--- src/rtl/game_sequencer.sv ---
// Game controller for the VGA shooter: game FSM, per-frame ONPLAY stage pipeline,
// phase/difficulty counter and stage watchdog. Define PHASE_WRAP_EN for endless phase looping.
module game_sequencer #(
  parameter int unsigned MAX_ENEMY     = 15,
  parameter int unsigned ENEMY_CNT_W   = 4,
  parameter int unsigned NUM_PHASES    = 4,
  parameter int unsigned PHASE_W       = 2,
  parameter int unsigned MAX_PHASE_CNT = 124,
  parameter int unsigned PHASE_CNT_W   = 7,
  parameter int unsigned WDOG_CYCLES   = 1000,
  parameter int unsigned WDOG_W        = 10
) (
  input  logic                   clk,
  input  logic                   rst_n,
  input  logic                   start_btn,
  input  logic                   frame_tick,
  input  logic                   stage_done,
  input  logic [ENEMY_CNT_W-1:0] enemy_alive_cnt,
  input  logic                   player_hit,
  output logic [2:0]             game_state,
  output logic [2:0]             onplay_state,
  output logic [PHASE_W-1:0]     phase,
  output logic [PHASE_CNT_W-1:0] phase_cnt,
  output logic                   stage_go,
  output logic                   game_init
);

  typedef enum logic [2:0] {
    GS_IDLE    = 3'b000,
    GS_PLAYING = 3'b001,
    GS_VICTORY = 3'b010,
    GS_DEFEAT  = 3'b011,
    GS_ERROR   = 3'b100
  } game_e;

  typedef enum logic [2:0] {
    OP_DRAW      = 3'b000,
    OP_MOVE      = 3'b001,
    OP_COLLISION = 3'b010,
    OP_CALCVALUE = 3'b011,
    OP_CHECKING  = 3'b100,
    OP_WAITING   = 3'b101
  } onplay_e;

  localparam logic [PHASE_W-1:0]     LAST_PHASE = PHASE_W'(NUM_PHASES - 1);
  localparam logic [PHASE_CNT_W-1:0] LAST_CNT   = PHASE_CNT_W'(MAX_PHASE_CNT - 1);
  localparam logic [WDOG_W-1:0]      WDOG_LAST  = WDOG_W'(WDOG_CYCLES - 1);

  game_e                  r_game;
  onplay_e                r_onplay;
  logic [PHASE_W-1:0]     r_phase;
  logic [PHASE_CNT_W-1:0] r_phase_cnt;
  logic                   r_stage_go;
  logic                   r_game_init;
  logic                   r_btn_q;
  logic [WDOG_W-1:0]      r_wdog;

  logic w_start_edge;
  logic w_done_acc;
  logic w_wdog_exp;
  logic w_no_enemies;

  assign w_start_edge = start_btn & ~r_btn_q;
  // A done coinciding with the go pulse belongs to the previous stage and is dropped.
  assign w_done_acc   = stage_done & ~r_stage_go;
  assign w_wdog_exp   = (r_wdog == WDOG_LAST);
  assign w_no_enemies = (enemy_alive_cnt == '0) || (MAX_ENEMY == 0);

  always_ff @(posedge clk) begin
    if (!rst_n) begin
      r_game      <= GS_IDLE;
      r_onplay    <= OP_WAITING;
      r_phase     <= '0;
      r_phase_cnt <= '0;
      r_stage_go  <= 1'b0;
      r_game_init <= 1'b0;
      r_btn_q     <= 1'b0;
      r_wdog      <= '0;
    end else begin
      r_btn_q     <= start_btn;
      r_stage_go  <= 1'b0;
      r_game_init <= 1'b0;
      case (r_game)
        GS_IDLE: begin
          if (w_start_edge) begin
            r_game      <= GS_PLAYING;
            r_game_init <= 1'b1;
            r_onplay    <= OP_WAITING;
            r_phase     <= '0;
            r_phase_cnt <= '0;
          end
        end
        GS_PLAYING: begin
          case (r_onplay)
            OP_WAITING: begin
              if (frame_tick) begin
                r_onplay   <= OP_MOVE;
                r_stage_go <= 1'b1;
                r_wdog     <= '0;
              end
            end
            OP_MOVE, OP_COLLISION, OP_CALCVALUE, OP_DRAW: begin
              // Accepted done has priority over a simultaneous watchdog expiry.
              if (w_done_acc) begin
                r_wdog <= '0;
                case (r_onplay)
                  OP_MOVE: begin
                    r_onplay   <= OP_COLLISION;
                    r_stage_go <= 1'b1;
                  end
                  OP_COLLISION: begin
                    r_onplay   <= OP_CALCVALUE;
                    r_stage_go <= 1'b1;
                  end
                  OP_CALCVALUE: r_onplay <= OP_CHECKING;
                  default:      r_onplay <= OP_WAITING;
                endcase
              end else if (w_wdog_exp) begin
                r_game   <= GS_ERROR;
                r_onplay <= OP_WAITING;
                r_wdog   <= '0;
              end else begin
                r_wdog <= r_wdog + WDOG_W'(1);
              end
            end
            OP_CHECKING: begin
              if (player_hit) begin
                r_game   <= GS_DEFEAT;
                r_onplay <= OP_WAITING;
              end else if (w_no_enemies) begin
                r_game   <= GS_VICTORY;
                r_onplay <= OP_WAITING;
              end else begin
                r_onplay   <= OP_DRAW;
                r_stage_go <= 1'b1;
                r_wdog     <= '0;
                if (r_phase_cnt == LAST_CNT) begin
                  r_phase_cnt <= '0;
`ifdef PHASE_WRAP_EN
                  r_phase <= (r_phase == LAST_PHASE) ? '0 : r_phase + PHASE_W'(1);
`else
                  if (r_phase != LAST_PHASE) r_phase <= r_phase + PHASE_W'(1);
`endif
                end else begin
                  r_phase_cnt <= r_phase_cnt + PHASE_CNT_W'(1);
                end
              end
            end
            default: r_onplay <= OP_WAITING;
          endcase
        end
        GS_VICTORY, GS_DEFEAT, GS_ERROR: begin
          r_onplay <= OP_WAITING;
          if (w_start_edge) r_game <= GS_IDLE;
        end
        default: begin
          r_game   <= GS_IDLE;
          r_onplay <= OP_WAITING;
        end
      endcase
    end
  end

  assign game_state   = r_game;
  assign onplay_state = r_onplay;
  assign phase        = r_phase;
  assign phase_cnt    = r_phase_cnt;
  assign stage_go     = r_stage_go;
  assign game_init    = r_game_init;

endmodule
--- config.mk ---
export PLATFORM = sky130hd
export DESIGN_NAME = game_sequencer
export DESIGN_NICKNAME = d
export VERILOG_FILES = /design/src/rtl/game_sequencer.sv
export SDC_FILE = /design/constraint.sdc
export NUM_CORES = 1
export LEC_CHECK = 0
export BUFFER_PORTS_ARGS = -buffer_cell sky130_fd_sc_hd__clkbuf_2
export CORE_MARGIN = 2
export CORE_UTILIZATION = 51
export CTS_CLUSTER_DIAMETER = 200
export DETAILED_ROUTE_END_ITERATION = 12
export PLACE_DENSITY = 0.82
export SYNTH_ARGS = -nofsm -noshare
export SYNTH_HDL_FRONTEND = slang
export SYNTH_SLANG_ARGS = --single-unit
export TNS_END_PERCENT = 50
--- constraint.sdc ---
create_clock -name clk -period 3.59 [get_ports clk]
set_clock_uncertainty 0.1 [all_clocks]
set_input_delay 0.1795 -clock clk [delete_from_list [all_inputs] [get_ports clk]]
set_output_delay 0.1795 -clock clk [all_outputs]
set_load 0.02 [all_outputs]
==> results <==
- The run finished with clean final reports.
- The number of antenna diodes in the final layout is 0.
- In this run the count of I/O pins placed on the die edge is 27.
- The final instance count without filler cells is 243.
- The proportion of synthesized chip area in sequential cells is 0.354.
- The synthesized net count is 200.
- The final wirelength is 3.27 mm.
- Of the cells placed in the final design, the portion with a size suffix greater than 1 is 0.190.
- Setup slack on the worst reg-to-reg path comes out at 1.43 ns.
- Using the TritonRoute via totals, the vias-per-cell ratio works out to 6.01.
- The arrival time reported for the critical path endpoint is 2.30 ns.
- Of all nets on the critical path, the largest fanout is 4.
- The number of placed instances, taps included, is 238.
- For this run, the number of Yosys warnings is 0.
- In this run the cell area of the synthesized design comes to 0.00159 mm².
- The clock period could shrink to 2.16 ns.
- Row generation in the floorplan step produced 20 rows.
- In this run the tool buffered the top-level ports with 26 buffer cells.
- STA classifies the critical path startpoint as a flip-flop.
- The number of iterations in the first detailed-routing pass is 4.
- The layer flagged by global routing as most heavily used is met2.
- Derived from the worst setup path, the maximum achievable clock frequency is 0.464 GHz.
- Across every metal layer, demand over resource in global routing totals 0.193.
- The final-layout setup total negative slack is 0 ns.
- The synthesized design contains 0 enable-type register cells.
- For this run, global-route usage on met3 was measured as 0.0281.
- The via count of the first global-routing pass is 1289.
- The number of setup violations in the final report is 0.
- Setup slack closes at 1.43 ns.
- Leaving out fill and tap cells, the most frequent cell in the layout is sky130_fd_sc_hd__dfxtp_1.
- Gates resized during post-CTS repair numbered 0.
- The detail route stage leaves a number of antenna-violating nets equal to 0.
- The routed length per instance is 13.4 µm.
- The via count is 1460.
- The number of buffers added by the clock tree synthesis step is 3.
- Setup repair after global routing left no endpoint under its margin.
- For met2 alone, demand over resource in global routing was 0.321.
- The number of cells produced by synthesis is 187.
- For this run, global-route usage on met1 was measured as 0.252.
- The clock tree buffer depth is 2.
- The global-route wire length before repair is 5.38 mm.
- Yosys mapped the design onto 55 distinct sky130hd cell types.
- The worst hold path belongs to the class input pin to flip-flop.
- The fill cell instance count of the final layout is 280.
- The top cell types in the final layout, fill and taps aside, are sky130_fd_sc_hd__dfxtp_1 (28), sky130_fd_sc_hd__clkbuf_2 (26), sky130_fd_sc_hd__nand2_1 (18), sky130_fd_sc_hd__nor2_1 (18), sky130_fd_sc_hd__nand3_1 (17).
- Measured against its own limit, the worst slew margin works out to 0.625.
- After clock tree synthesis, the setup repair step added 0 buffers.
- The worst setup path is of the flip-flop to flip-flop kind.
- In this run the power density over the cells is 413 mW/mm².
- The detailed router finished its first iteration with 63 violations.
- Summed over all cells, the static leakage comes to 0.664 nW.
- For this run, asynchronously set or reset flops after synthesis account for 0.
- The clock transition at the registers of the reported paths is 0.15 ns.
- Across all hold checks on the routed design, the worst slack comes to 0.0758 ns.
- For this run, the leading register cell type out of synthesis is sky130_fd_sc_hd__dfxtp_1.
- The H-tree depth reported by CTS is 1.
- The max-capacitance violation count is 0.
- Prior to clock tree synthesis, the placed netlist has a worst setup slack of 1.47 ns.
- At the end of routability-driven placement, the weighted congestion stood at 0.809.
- After synthesis the netlist holds a flip-flop and latch count of 28.
- In the routed design, unresolved DRC markers number 0.
- For the pin with the worst max-slew slack, the measured transition is 0.558 ns.
- The die span in y is 59.8 µm.
- The tree built by TritonCTS fans out to 28 sinks.
- The sum of overflow across all layers after global routing is 0.
- The floorplan step defined a core boundary enclosing 0.00300 mm².
- TritonCTS built the clock tree.
- The final net count is 224.
- The category of the worst setup path capture point is a flip-flop.
- The signed area change from the synthesized netlist to the final layout is 11.3%.
- The clock insertion delay at the later pin of the skew report is 0.34 ns.
- The floorplan die area is 0.00357 mm².
- The required time of the critical path is 3.73 ns.
- In this run the clock root is driven by a sky130_fd_sc_hd__clkbuf_4.
- The initial antenna violation count came to 0.
- The maximum number of pins on one net before global-route repair is 19.
- The initial utilization of the core area, before any placement, comes to 0.528.
- A synthesized cell averages 8.48 µm².
- The detailed placer's ending HPWL is 2.36 mm.
- The number of hold violations in the final report is 0.
- Across the VDD grid, the largest voltage drop is 0.000206 V.
- Measured along the x axis, the die boundary spans 59.8 µm.
- The count of pins over their slew limit is 0.
- Dividing the final minimum period by the clock period gives 0.601.
flip-flops by register name, indices dropped and copies added (netlist names):
signal        flops
onplay_state      3
r_btn_q           1
r_wdog           10
stage_go          1
phase_cnt         7
game_init         1
phase             2
game_state        3
worst max-delay path: stages, from the launching register on:
cell and delay (ns):
sky130_fd_sc_hd__dfxtp_1 0.42, sky130_fd_sc_hd__ha_1 0.23, sky130_fd_sc_hd__nand4b_1 0.19, sky130_fd_sc_hd__or4b_4 0.52, sky130_fd_sc_hd__a32oi_2 0.28, sky130_fd_sc_hd__nor4b_4 0.25, sky130_fd_sc_hd__nor2_1 0.07
per-stage QoR:
stage	utilization	instance area (µm²)	power (mW)
after detailed placement	0.567	1700	0.522
after global routing	0.588	1760	0.763
after floorplan	-	1590	0.489
final	0.588	1760	0.728
after CTS	0.588	1760	0.733
after global placement	0.567	1700	0.522
synthesized netlist by cell type, drive strengths merged (2+ instances only):
cell type / instances / area share
or2: 2 / 0.0079
nand2: 18 / 0.043
o22ai: 3 / 0.012
nor3: 5 / 0.016
nand4: 4 / 0.020
dfxtp: 28 / 0.35
nor4: 3 / 0.016
nand2b: 4 / 0.016
ha: 3 / 0.024
o21ai: 5 / 0.016
nor2: 18 / 0.043
or4: 3 / 0.014
nand4b: 2 / 0.011
a22oi: 3 / 0.014
a21oi: 5 / 0.016
nand3: 17 / 0.054
clkbuf: 3 / 0.0095
o211ai: 2 / 0.0095
buf: 5 / 0.025
xor2: 6 / 0.033
o21bai: 2 / 0.0095
a31oi: 5 / 0.020
nor3b: 3 / 0.024
mux2i: 2 / 0.013
a22o: 2 / 0.011
inv: 5 / 0.012
and3: 4 / 0.016
nor2b: 3 / 0.012
and2: 2 / 0.0079
or3: 6 / 0.024
worst paths after layout:
path                                   start              end  cells past startpoint
worst max-delay path               r_wdog[0]  onplay_state[2]                      6
worst min register to register  phase_cnt[1]     phase_cnt[1]                      2
worst min-delay path                   rst_n  onplay_state[0]                      2
worst max register to register     r_wdog[0]  onplay_state[2]                      6
kinds of logic (layout without fill, tap and decap cells):
group | after synthesis | in the layout | share of synthesized area
flops | 28 | 28 | 0.354
mux | 2 | 2 | 0.0126
simple gates | 99 | 99 | 0.365
xor+xnor | 6 | 6 | 0.0331
compound gates | 36 | 36 | 0.166
fa+ha+maj | 3 | 3 | 0.0237
buf+inv | 13 | 36 | 0.0466
report_power, final:
| group | switching [mW] | leakage, nW | internal, mW |
|---|---|---|---|
| logic | 0.109 | 0.410 | 0.0658 |
| clock network | 0.0965 | 0.0279 | 0.113 |
| registers | 0.0191 | 0.227 | 0.324 |
| total | 0.225 | 0.664 | 0.503 |
final cells by class:
type	count	area, µm²	area share
Clock inverter	1	30.0	0.0170
Clock buffer	3	22.5	0.0128
Inverter	5	18.8	0.0106
Sequential cell	28	561	0.318
Multi-Input combinational cell	146	951	0.539
Timing Repair Buffer	27	140	0.0794
Tap cell	33	41.3	0.0234
routing by layer:
metal  up-vias  wire length (µm)
li1        736                 -
met1       680              1570
met2        38              1530
met3         6               121
met4         0                42
met5         -                 0
timing repair:
action | CTS | global route
hold buffers | 1 | 0
hold endpoints to repair | 1 | 0
setup endpoints to repair | 0 | 0
Power figures use the tool's default switching activity.
